[src/rtl/sevenseg_scan_decoder_if.sv]
// Bus between a multiplexed seven-segment display driver and its read-back decoder.
// The driver side (master) owns segments/digit_en; the decoder side (slave) owns the result.
interface sevenseg_scan_decoder_if #(
  parameter int NDIG = 4
);
  logic [6:0]        segments;
  logic [NDIG-1:0]   digit_en;
  logic [4*NDIG-1:0] value;
  logic              value_valid;
  logic              value_err;

  modport master (
    output segments,
    output digit_en,
    input  value,
    input  value_valid,
    input  value_err
  );

  modport slave (
    input  segments,
    input  digit_en,
    output value,
    output value_valid,
    output value_err
  );
endinterface

[src/rtl/sevenseg_scan_decoder.sv]
// Reads a scanned seven-segment display back into BCD: each stable one-hot digit
// pattern is decoded into a shadow word, and the whole word is published once every position is seen.
module sevenseg_scan_decoder #(
  parameter int NDIG       = 4,
  parameter int STABLE_CYC = 3
) (
  input  logic                  clk,
  input  logic                  reset_n,
  sevenseg_scan_decoder_if.slave bus
);

  localparam int             CW      = $clog2(STABLE_CYC + 1);
  localparam int             IW      = 7 + NDIG;
  localparam logic [CW-1:0]  CNT_MAX = CW'(STABLE_CYC);
  localparam logic [CW-1:0]  CNT_ONE = CW'(1);
  localparam logic [NDIG-1:0] MASK_FULL = {NDIG{1'b1}};

  // Returns {illegal, nibble}; anything that is not a digit glyph maps to F.
  function automatic logic [4:0] seg_decode(input logic [6:0] seg);
    case (seg)
      7'b1111110: seg_decode = {1'b0, 4'h0};
      7'b0110000: seg_decode = {1'b0, 4'h1};
      7'b1101101: seg_decode = {1'b0, 4'h2};
      7'b1111001: seg_decode = {1'b0, 4'h3};
      7'b0110011: seg_decode = {1'b0, 4'h4};
      7'b1011011: seg_decode = {1'b0, 4'h5};
      7'b1011111: seg_decode = {1'b0, 4'h6};
      7'b1110000: seg_decode = {1'b0, 4'h7};
      7'b1111111: seg_decode = {1'b0, 4'h8};
      7'b1110011: seg_decode = {1'b0, 4'h9};
      default:    seg_decode = {1'b1, 4'hF};
    endcase
  endfunction

  logic [IW-1:0]     in_s;
  logic              same_s;
  logic              onehot_s;
  logic              capture_s;
  logic [4:0]        dec_s;

  logic [IW-1:0]     prev_q,   prev_d;
  logic [CW-1:0]     cnt_q,    cnt_d;
  logic [4*NDIG-1:0] shadow_q, shadow_d;
  logic [NDIG-1:0]   serr_q,   serr_d;
  logic [NDIG-1:0]   mask_q,   mask_d;
  logic [4*NDIG-1:0] value_q,  value_d;
  logic              valid_q,  valid_d;
  logic              verr_q,   verr_d;

  assign in_s     = {bus.segments, bus.digit_en};
  assign same_s   = (in_s == prev_q);
  assign onehot_s = $onehot(bus.digit_en);
  assign dec_s    = seg_decode(bus.segments);

  // Stability counting, capture into the shadow word and frame publication.
  always_comb begin
    prev_d   = in_s;
    cnt_d    = cnt_q;
    shadow_d = shadow_q;
    serr_d   = serr_q;
    mask_d   = mask_q;
    value_d  = value_q;
    valid_d  = 1'b0;
    verr_d   = verr_q;

    if (same_s) begin
      if (cnt_q == CNT_MAX) begin
        cnt_d = cnt_q;
      end else begin
        cnt_d = cnt_q + CNT_ONE;
      end
    end else begin
      cnt_d = CNT_ONE;
    end

    // A held input sits saturated at CNT_MAX; only the arrival there captures.
    capture_s = onehot_s && (cnt_d == CNT_MAX) && !(same_s && (cnt_q == CNT_MAX));

    for (int i = 0; i < NDIG; i++) begin
      if (capture_s && bus.digit_en[i]) begin
        shadow_d[4*i +: 4] = dec_s[3:0];
        serr_d[i]          = dec_s[4];
        mask_d[i]          = 1'b1;
      end else begin
        shadow_d[4*i +: 4] = shadow_q[4*i +: 4];
        serr_d[i]          = serr_q[i];
        mask_d[i]          = mask_q[i];
      end
    end

    if (capture_s && (mask_d == MASK_FULL)) begin
      value_d = shadow_d;
      verr_d  = |serr_d;
      valid_d = 1'b1;
      mask_d  = {NDIG{1'b0}};
    end else begin
      value_d = value_q;
      verr_d  = verr_q;
    end
  end

  // State and output registers with synchronous active-low reset.
  always_ff @(posedge clk) begin
    if (!reset_n) begin
      prev_q   <= {IW{1'b0}};
      cnt_q    <= {CW{1'b0}};
      shadow_q <= {(4*NDIG){1'b0}};
      serr_q   <= {NDIG{1'b0}};
      mask_q   <= {NDIG{1'b0}};
      value_q  <= {(4*NDIG){1'b0}};
      valid_q  <= 1'b0;
      verr_q   <= 1'b0;
    end else begin
      prev_q   <= prev_d;
      cnt_q    <= cnt_d;
      shadow_q <= shadow_d;
      serr_q   <= serr_d;
      mask_q   <= mask_d;
      value_q  <= value_d;
      valid_q  <= valid_d;
      verr_q   <= verr_d;
    end
  end

  assign bus.value       = value_q;
  assign bus.value_valid = valid_q;
  assign bus.value_err   = verr_q;

endmodule

[src/flat_wrapper.sv]
// flat-port wrapper written by rule: the top's interface ports become plain ports
module sevenseg_scan_decoder_flat 
#(
  parameter int NDIG       = 4,
  parameter int STABLE_CYC = 3
)
  (clk, reset_n, bus_segments, bus_digit_en, bus_value, bus_value_valid, bus_value_err);
  sevenseg_scan_decoder_if #(.NDIG(NDIG)) bus_i ();
  input  logic clk;
  input  logic reset_n;
  input wire logic [$bits(bus_i.segments)-1:0] bus_segments;
  input wire logic [$bits(bus_i.digit_en)-1:0] bus_digit_en;
  output wire logic [$bits(bus_i.value)-1:0] bus_value;
  output wire logic [$bits(bus_i.value_valid)-1:0] bus_value_valid;
  output wire logic [$bits(bus_i.value_err)-1:0] bus_value_err;
  assign bus_i.segments = bus_segments;
  assign bus_i.digit_en = bus_digit_en;
  assign bus_value = bus_i.value;
  assign bus_value_valid = bus_i.value_valid;
  assign bus_value_err = bus_i.value_err;
  sevenseg_scan_decoder #(.NDIG(NDIG), .STABLE_CYC(STABLE_CYC)) u_core (.clk(clk), .reset_n(reset_n), .bus(bus_i));
endmodule
[config.mk]
export PLATFORM = sky130hd
export DESIGN_NAME = sevenseg_scan_decoder_flat
export DESIGN_NICKNAME = d
export VERILOG_FILES = /design/src/rtl/sevenseg_scan_decoder_if.sv /design/src/rtl/sevenseg_scan_decoder.sv /design/src/flat_wrapper.sv
export SDC_FILE = /design/constraint.sdc
export NUM_CORES = 1
export LEC_CHECK = 0
export BUFFER_PORTS_ARGS = -buffer_cell sky130_fd_sc_hd__buf_2
export CAP_MARGIN = 10
export CORE_MARGIN = 10
export CORE_UTILIZATION = 54
export DETAILED_ROUTE_END_ITERATION = 10
export GPL_TIMING_DRIVEN = 0
export PLACE_DENSITY_LB_ADDON = 0.15
export REMOVE_ABC_BUFFERS = 1
export SYNTH_ARGS = -nofsm -noshare
export SYNTH_HDL_FRONTEND = slang
export SYNTH_SLANG_ARGS = --single-unit
[constraint.sdc]
create_clock -name clk -period 2.6 [get_ports clk]
set_input_delay 0 -clock clk [delete_from_list [all_inputs] [get_ports clk]]
set_output_delay 0 -clock clk [all_outputs]
set_load 0.02 [all_outputs]
==> results of run 1 <==
## per-layer routing
layer | wire (microns) | global-route usage
met1 | 2430 | 0.179
met2 | 2370 | 0.216
met3 | 169 | 0.0337
met4 | 74 | 0.0471
met5 | 0 | 0
## worst max path at each step
stage,from,to,slack (ps),depth (start not counted)
after floorplan,bus_digit_en[2],u_core.bus.value[0]$_SDFFE_PN0P_,190,8
after global placement,bus_digit_en[2],u_core.bus.value[7]$_SDFFE_PN0P_,-470,9
after detailed placement,bus_digit_en[2],u_core.bus.value[7]$_SDFFE_PN0P_,-540,9
after CTS,bus_digit_en[2],u_core.bus.value[7]$_SDFFE_PN0P_,40,9
after global routing,bus_digit_en[2],u_core.bus.value[9]$_SDFFE_PN0P_,30,10
final,bus_digit_en[2],u_core.bus.value[7]$_SDFFE_PN0P_,280,9
## metrics by stage
stage,utilization,instance area [sq um],cells,setup slack [ps]
2_1_floorplan,-,2320,239,193
3_3_place_gp,0.582,2530,321,-471
3_5_place_dp,0.582,2530,321,-545
4_1_cts,0.602,2620,329,43.5
5_1_grt,0.604,2630,329,32.5
6_report,0.604,2630,329,284
## cell type report
type                    instances  area [sq um]
clock buffers                   6          72.6
clock inverters                 2          16.3
fillers                       406          1720
inverters                       6          22.5
multi-input cells             178          1200
flip-flops and latches         55          1100
well taps                      52          65.1
repair buffers                 30           150
## flip-flops by register name, summed over array words and instances (netlist names)
register / cells
u_core.serr_q: 4
u_core.mask_q: 4
u_core.bus.value: 16
u_core.shadow_q: 16
u_core.bus.value_err: 1
u_core.cnt_q: 2
u_core.prev_q: 11
u_core.bus.value_valid: 1
## report_power, final
group | total, W | internal [W] | switching (W)
Clock | 0.000475 | 0.000194 | 0.000281
Combinational | 0.000116 | 0.0000497 | 0.0000661
Sequential | 0.000856 | 0.000852 | 0.00000423
Total | 0.00145 | 0.00110 | 0.000351
## worst register-to-register path: cells and delay by family (launching register included)
kind / cells / cell delay (ps)
and+or+nand+nor: 4 / 1160
AOI/OAI and AO/OA: 1 / 360
DFF: 1 / 320
xor gates and xnor gates: 1 / 200
## logic make-up after synthesis
family / Yosys count
AOI/OAI and AO/OA: 41
xor gates and xnor gates: 14
adders and majority gates: 4
buffers and inverters: 26
DFF: 55
muxes: 12
and+or+nand+nor: 107
## timing repair
| item | CTS | global route |
|---|---|---|
| gates resized for setup | 1 | 6 |
| pin swaps | 0 | 1 |
| endpoints found under the setup margin | 8 | 19 |
## cells in the final DEF (no fill, tap or decap), types with 2 or more instances in the layout
cell,netlist,routed
nor4_1,2,2
a21oi_1,10,10
nand4_1,8,8
inv_1,6,6
and2_2,0,4
and3_1,2,2
xnor2_1,13,13
o21ai_0,11,11
o22ai_1,4,4
ha_1,3,3
clkbuf_8,0,5
o32ai_1,8,8
nand2b_1,2,2
nand3b_1,2,2
nor3b_1,10,10
mux2i_1,12,12
nand2_1,12,11
buf_2,8,30
nor2_1,27,27
dfxtp_1,55,55
nor2b_1,14,14
and2_1,18,14
==> impl_metrics.toml, run 1 <==
[timing]
finalSetupViolCount = 0
tightest_slew_ps = 767
period_share = 0.891
finalHoldViolations = 0
drv_slew = 0
rsz0062_at_grt = "false"
relSlewSlack = 0.489
finalClockSkew_ps = 7.33
whs_ps = 21.6
setup_tns_ps = 0
period_needed_ps = 2320
fmax_mhz = 432

[yosys]
synth-seq-cells = 55
avgSynthCellArea_sq_um = 9.37
synthesis.area_sq_um = 2430
yosys.area.top_type = "dfxtp_1"
yosysMostFrequentCell = "dfxtp_1"
syn_inst = 259
synth_top_family_by_area = "simple AND/OR/NAND/NOR gates"
yosysSeqAreaShare = 0.454
ys_types = 44
synth_adder_area_share = 0.0237
post_synth_and_or_nand_nor_area_fraction = 0.257
synth_ff_type = "dfxtp_1"
synth-compound-area-share = 0.111
netlist.area_leader.share = 0.454
synth_xor_area_frac = 0.0505
synth-edff-count = 0
ys_warn_count = 0
synth.area.mux_share = 0.0495
synth_area_leaders = "dfxtp_1 45%, mux2i_1 5.0%, xnor2_1 4.7%"
synthArstFlopShare = 0
synthTopCellsByCount = "55 x dfxtp_1, 27 x nor2_1, 18 x and2_1"

[placed_design]
portBuffers = 30
gp_congestion = 0.725
hpwl_microns = 3470

[cts]
clkTransAtPathRegs_ps = 100
htreeDepth = 2
hold_buffers = 0
cts_sinks = 55
cts_setup_buffers = 0
cts_tree = "yes"
cts_root_buffer = "clkbuf_8"
clk-insertion-delay-late_ps = 300
numCtsBuffers = 5
clock_path_buffers = 2

[drt]
drt-wirelength-per-cell_microns = 15.3
dr.pass1.iters = 4
wirelength_microns = 5040
drc = 0
drtIter0Drc = 105
antenna_left = 0
viasPerCell = 5.48
vias = 1803

[die]
floorplan.initialDensity = 0.557
dieArea_sq_um = 7570
io_pins = 31
fp.dieW_microns = 87.0
core_sq_um = 4350
rows = 24
die_height_microns = 87.0

[critical_path]
rr_endpoint = "u_core.bus.value[7]$_SDFFE_PN0P_"
worstPathRequired_ps = 2810
crit_type = "in2reg"
reg2reg_depth = 6
worst_ep_arrival_time_ps = 2520
reg2reg_from = "u_core.prev_q[6]$_SDFF_PN0_"
critical_path.max_fanout = 23
crit_chain = "buf_2 > ha_1 > ha_1 > fa_1 > nor3b_1 > and3b_1 > and4_4 > nand2_2 > o32ai_1"
path_buf_inv = 1
critPathTopFamily = "simple AND/OR/NAND/NOR gates"
cp-end-kind = "flop"
r2r_setup_slack_ps = 480
startpoint_type = "input port"
cp_common_cell = "ha_1"
slowest_stage = "and4_4"
critPathMaxStageDelay_ps = 420

[finish]
layout-drive-gt1-share = 0.166
num-nets-final = 293
diodes = 0
syn_to_final_growth_pct = 8.46

[global_routing]
grt_overflow = 0
grtUsageTotal = 0.138
grt_pass1_vias = 1736
grt_max_degree = 54
grt_pass1_wl_microns = 8450
antenna_found_initial = 0

[job]
cap_violations = 0

[power_and_ir_drop]
p_leak_nw = 0.971
power.density_nw_per_um2 = 550
ir_drop_mv = 0.344
power_w = 0.00145

[hold_path]
hold_depth = 2
hold_path_class = "in2reg"
hold_start = "bus_segments[6]"
worst_hold_path.endpoint = "u_core.prev_q[10]$_SDFF_PN0_"

[status]
outcome = "finished, final reports clean"
Note: power is estimated with default switching activity, not from simulation.
==> run 2, diff against run 1 <==
CTS_BUF_LIST = sky130_fd_sc_hd__clkbuf_8   (was default)
==> run 2 against run 1 <==
  * Global-route usage stayed put
  * Power decreased by 0.24%
  * Routed wire length about the same
  * Critical endpoint unchanged
  * Largest cell class unchanged
==> impl_metrics.toml, run 2 (synthesis gave the netlist of run 1 again) <==
[status]
outcome = "finished, final reports clean"

[critical_path]
startpoint_type = "input port"
slowest_stage = "and4_4"
critical_path.max_fanout = 23
reg2reg_depth = 6
rr_endpoint = "u_core.bus.value[7]$_SDFFE_PN0P_"
crit_chain = "buf_2 > ha_1 > ha_1 > fa_1 > nor3b_1 > and3b_1 > and4_4 > nand2_2 > o32ai_1"
cp-end-kind = "flop"
r2r_setup_slack_ps = 480
critPathTopFamily = "simple AND/OR/NAND/NOR gates"
worstPathRequired_ps = 2810
worst_ep_arrival_time_ps = 2520
path_buf_inv = 1
reg2reg_from = "u_core.prev_q[6]$_SDFF_PN0_"
critPathMaxStageDelay_ps = 420
cp_common_cell = "ha_1"
crit_type = "in2reg"

[hold_path]
hold_path_class = "in2reg"
worst_hold_path.endpoint = "u_core.prev_q[10]$_SDFF_PN0_"
hold_depth = 2
hold_start = "bus_segments[6]"

[finish]
diodes = 0
final_area_sq_um = 2630
syn_to_final_growth_pct = 8.46
layoutNonFillerInstCount = 329
final_core_util = 0.604
final_common_cell = "dfxtp_1"
num-nets-final = 293
layout-drive-gt1-share = 0.166
final_cell_mix = "55 x dfxtp_1, 30 x buf_2, 27 x nor2_1"

[die]
floorplan.initialDensity = 0.557
core_sq_um = 4350
io_pins = 31
fp.dieW_microns = 87.0
die_height_microns = 87.0
dieArea_sq_um = 7570
rows = 24

[drt]
drc = 0
viasPerCell = 5.48
dr.pass1.iters = 4
vias = 1803
drtIter0Drc = 104
drt-wirelength-per-cell_microns = 15.3
antenna_left = 0
wirelength_microns = 5040

[power_and_ir_drop]
ir_drop_mv = 0.344
power.density_nw_per_um2 = 548
power_w = 0.00144
p_leak_nw = 0.975

[timing]
fmax_mhz = 432
finalClockSkew_ps = 7.40
finalSetupViolCount = 0
drv_slew = 0
relSlewSlack = 0.489
rsz0062_at_grt = "false"
finalHoldViolations = 0
whs_ps = 21.5
tightest_slew_ps = 767
period_needed_ps = 2320
period_share = 0.891

[placed_design]
portBuffers = 30
hpwl_microns = 3470
dp.cells = 321
gp_congestion = 0.725
postPlaceCellArea_sq_um = 2530

[cts]
clkTransAtPathRegs_ps = 100
numCtsBuffers = 5
cts_root_buffer = "clkbuf_8"
clock_path_buffers = 2
cts_tree = "yes"
htreeDepth = 2
cts_sinks = 55
clk-insertion-delay-late_ps = 300
cts_setup_buffers = 0

[job]
cap_violations = 0

[global_routing]
grtUsageTotal = 0.138
antenna_found_initial = 0
grt_pass1_wl_microns = 8450
grt_overflow = 0
grt_pass1_vias = 1736
grt_max_degree = 54
-- run 2: through the flow --
| step | TNS, ps | setup WS, ps |
|---|---|---|
| 6_report | 0 | 284 |
| 5_1_grt | 0 | 32.5 |
| 4_1_cts | 0 | 43.5 |
| 3_5_place_dp | -5860 | -545 |
| 3_3_place_gp | -4460 | -471 |
| 2_1_floorplan | 0 | 193 |
-- run 2: layout make-up --
cell class	instances	area (sq um)
Sequential cell	55	1100
Inverter	6	22.5
Clock buffer	5	68.8
Fill cell	406	1720
Tap cell	52	65.1
Clock inverter	3	20.0
Timing Repair Buffer	30	150
Multi-Input combinational cell	178	1200
-- run 2: metal layers --
| layer | wire length (microns) | global-route usage |
|---|---|---|
| met3 | 169 | 0.0337 |
| met4 | 74 | 0.0471 |
| met2 | 2360 | 0.216 |
| met1 | 2430 | 0.179 |
| met5 | 0 | 0 |
-- run 2: how the worst max path moves through the flow --
stage	start	to	depth (start not counted)
5_1_grt	bus_digit_en[2]	u_core.bus.value[9]$_SDFFE_PN0P_	10
3_3_place_gp	bus_digit_en[2]	u_core.bus.value[7]$_SDFFE_PN0P_	9
4_1_cts	bus_digit_en[2]	u_core.bus.value[7]$_SDFFE_PN0P_	9
6_report	bus_digit_en[2]	u_core.bus.value[7]$_SDFFE_PN0P_	9
2_1_floorplan	bus_digit_en[2]	u_core.bus.value[0]$_SDFFE_PN0P_	8
3_5_place_dp	bus_digit_en[2]	u_core.bus.value[7]$_SDFFE_PN0P_	9
-- run 2: repair_timing --
action	in CTS	in global routing
hold buffers	0	0
endpoints found under the setup margin	8	19
resized for setup	1	6
pin swaps	0	1
-- run 2: worst register-to-register path: stages (launching register included) --
cell	delay, ps
dfxtp_1	320
xnor2_1	200
nand4_1	200
nor2_1	330
and4_4	450
nand2_2	180
o32ai_1	360
-- run 2: where the power goes --
part | switching [W] | internal [W]
Combinational | 0.0000661 | 0.0000497
Sequential | 0.00000423 | 0.000852
Clock | 0.000281 | 0.000190
==> run 3, diff against run 2 <==
CORE_UTILIZATION = 50   (was 54)
==> run 3 against run 2 <==
  * Clock skew up 4.1 ps
  * Maximum frequency down 0.33%
  * Sequential power about the same
  * Highest routed layer unchanged
==> impl_metrics.toml, run 3 (synthesis gave the netlist of run 1 again) <==
[die]
die_height_microns = 89.7
io_pins = 31
dieArea_sq_um = 8040
rows = 25
fp.dieW_microns = 89.7
floorplan.initialDensity = 0.514
core_sq_um = 4720

[finish]
final_common_cell = "dfxtp_1"
layout-drive-gt1-share = 0.162
syn_to_final_growth_pct = 10.3
num-nets-final = 293
diodes = 0
layoutNonFillerInstCount = 344
final_cell_mix = "55 x dfxtp_1, 30 x buf_2, 27 x nor2_1"

[placed_design]
gp_congestion = 0.787
portBuffers = 30
hpwl_microns = 3370
dp.cells = 336

[cts]
clkTransAtPathRegs_ps = 100
hold_buffers = 0
clk-insertion-delay-late_ps = 310
cts_root_buffer = "clkbuf_8"
htreeDepth = 2
cts_setup_buffers = 0
cts_tree = "yes"
cts_sinks = 55
numCtsBuffers = 5
clock_path_buffers = 2

[drt]
vias = 1783
viasPerCell = 5.18
drc = 0
dr.pass1.iters = 6
drt-wirelength-per-cell_microns = 14.2
antenna_left = 0
wirelength_microns = 4890
drtIter0Drc = 105

[global_routing]
grt_pass1_vias = 1774
antenna_found_initial = 0
grt_pass1_wl_microns = 8400
grt_max_degree = 54
grt_overflow = 0
grtUsageTotal = 0.134

[critical_path]
crit_type = "in2reg"
critical_path.max_fanout = 23
worstPathRequired_ps = 2820
worst_ep_arrival_time_ps = 2550
cp-end-kind = "flop"
startpoint_type = "input port"

[timing]
tightest_slew_ps = 770
rsz0062_at_grt = "false"
finalClockSkew_ps = 11.5
period_needed_ps = 2320
fmax_mhz = 430
drv_slew = 0
finalHoldViolations = 0
relSlewSlack = 0.487
period_share = 0.894
finalSetupViolCount = 0
whs_ps = 17.8
setup_tns_ps = 0

[status]
outcome = "finished, final reports clean"

[power_and_ir_drop]
ir_drop_mv = 0.318
power.density_nw_per_um2 = 575
p_leak_nw = 0.987

[hold_path]
hold_path_class = "in2reg"

[job]
cap_violations = 0
[run 3: worst paths after layout]
check	startpoint	endpoint	slack (ps)	cells after the start
worst max-delay path	bus_digit_en[2]	u_core.bus.value[4]$_SDFFE_PN0P_	280	9
worst min-delay path	bus_digit_en[1]	u_core.prev_q[1]$_SDFF_PN0_	20	2
worst max register to register	u_core.prev_q[6]$_SDFF_PN0_	u_core.bus.value[4]$_SDFFE_PN0P_	450	6
worst min register to register	u_core.bus.value[7]$_SDFFE_PN0P_	u_core.bus.value[7]$_SDFFE_PN0P_	480	2
[run 3: critical path, cell delays in order]
cell	delay, ps
buf_2	150
ha_1	310
ha_1	210
fa_1	360
nor3b_1	260
and3b_1	290
and4_4	420
nand2_2	180
o32ai_1	340
[run 3: final cells by class]
type / count / area [sq um]
repair buffers: 30 / 150
clock buffers: 5 / 68.8
fillers: 441 / 2050
flip-flops and latches: 55 / 1100
multi-input cells: 178 / 1210
well taps: 67 / 83.8
inverters: 6 / 22.5
clock inverters: 3 / 42.5
[run 3: what timing repair did]
action,in CTS,in global routing
pin swaps,0,1
gates resized for setup,1,5
endpoints found under the setup margin,8,20
[run 3: metrics by stage]
| stage | worst slack, ps | utilization | area [sq um] | power (W) |
|---|---|---|---|---|
| floorplan | 193 | - | 2320 | 0.000939 |
| global placement | -559 | 0.540 | 2550 | 0.000987 |
| finish | 276 | 0.567 | 2680 | 0.00154 |
| CTS | 31.4 | 0.564 | 2660 | 0.00155 |
| global route | 65.6 | 0.567 | 2680 | 0.00160 |
| detailed placement | -568 | 0.540 | 2550 | 0.000990 |
[run 3: per-layer routing]
layer	wire [microns]	part of all wire	vias up	GRT usage
li1	-	-	928	-
met1	2350	0.48	814	0.170
met2	2220	0.45	34	0.213
met3	260	0.053	7	0.0298
met4	61	0.012	0	0.0564
met5	0	0	-	0
[run 3: power breakdown]
| part | internal (W) | switching, W | total, W |
|---|---|---|---|
| combinational | 0.0000497 | 0.0000650 | 0.000115 |
| clock | 0.000287 | 0.000281 | 0.000569 |
| sequential | 0.000852 | 0.00000427 | 0.000856 |
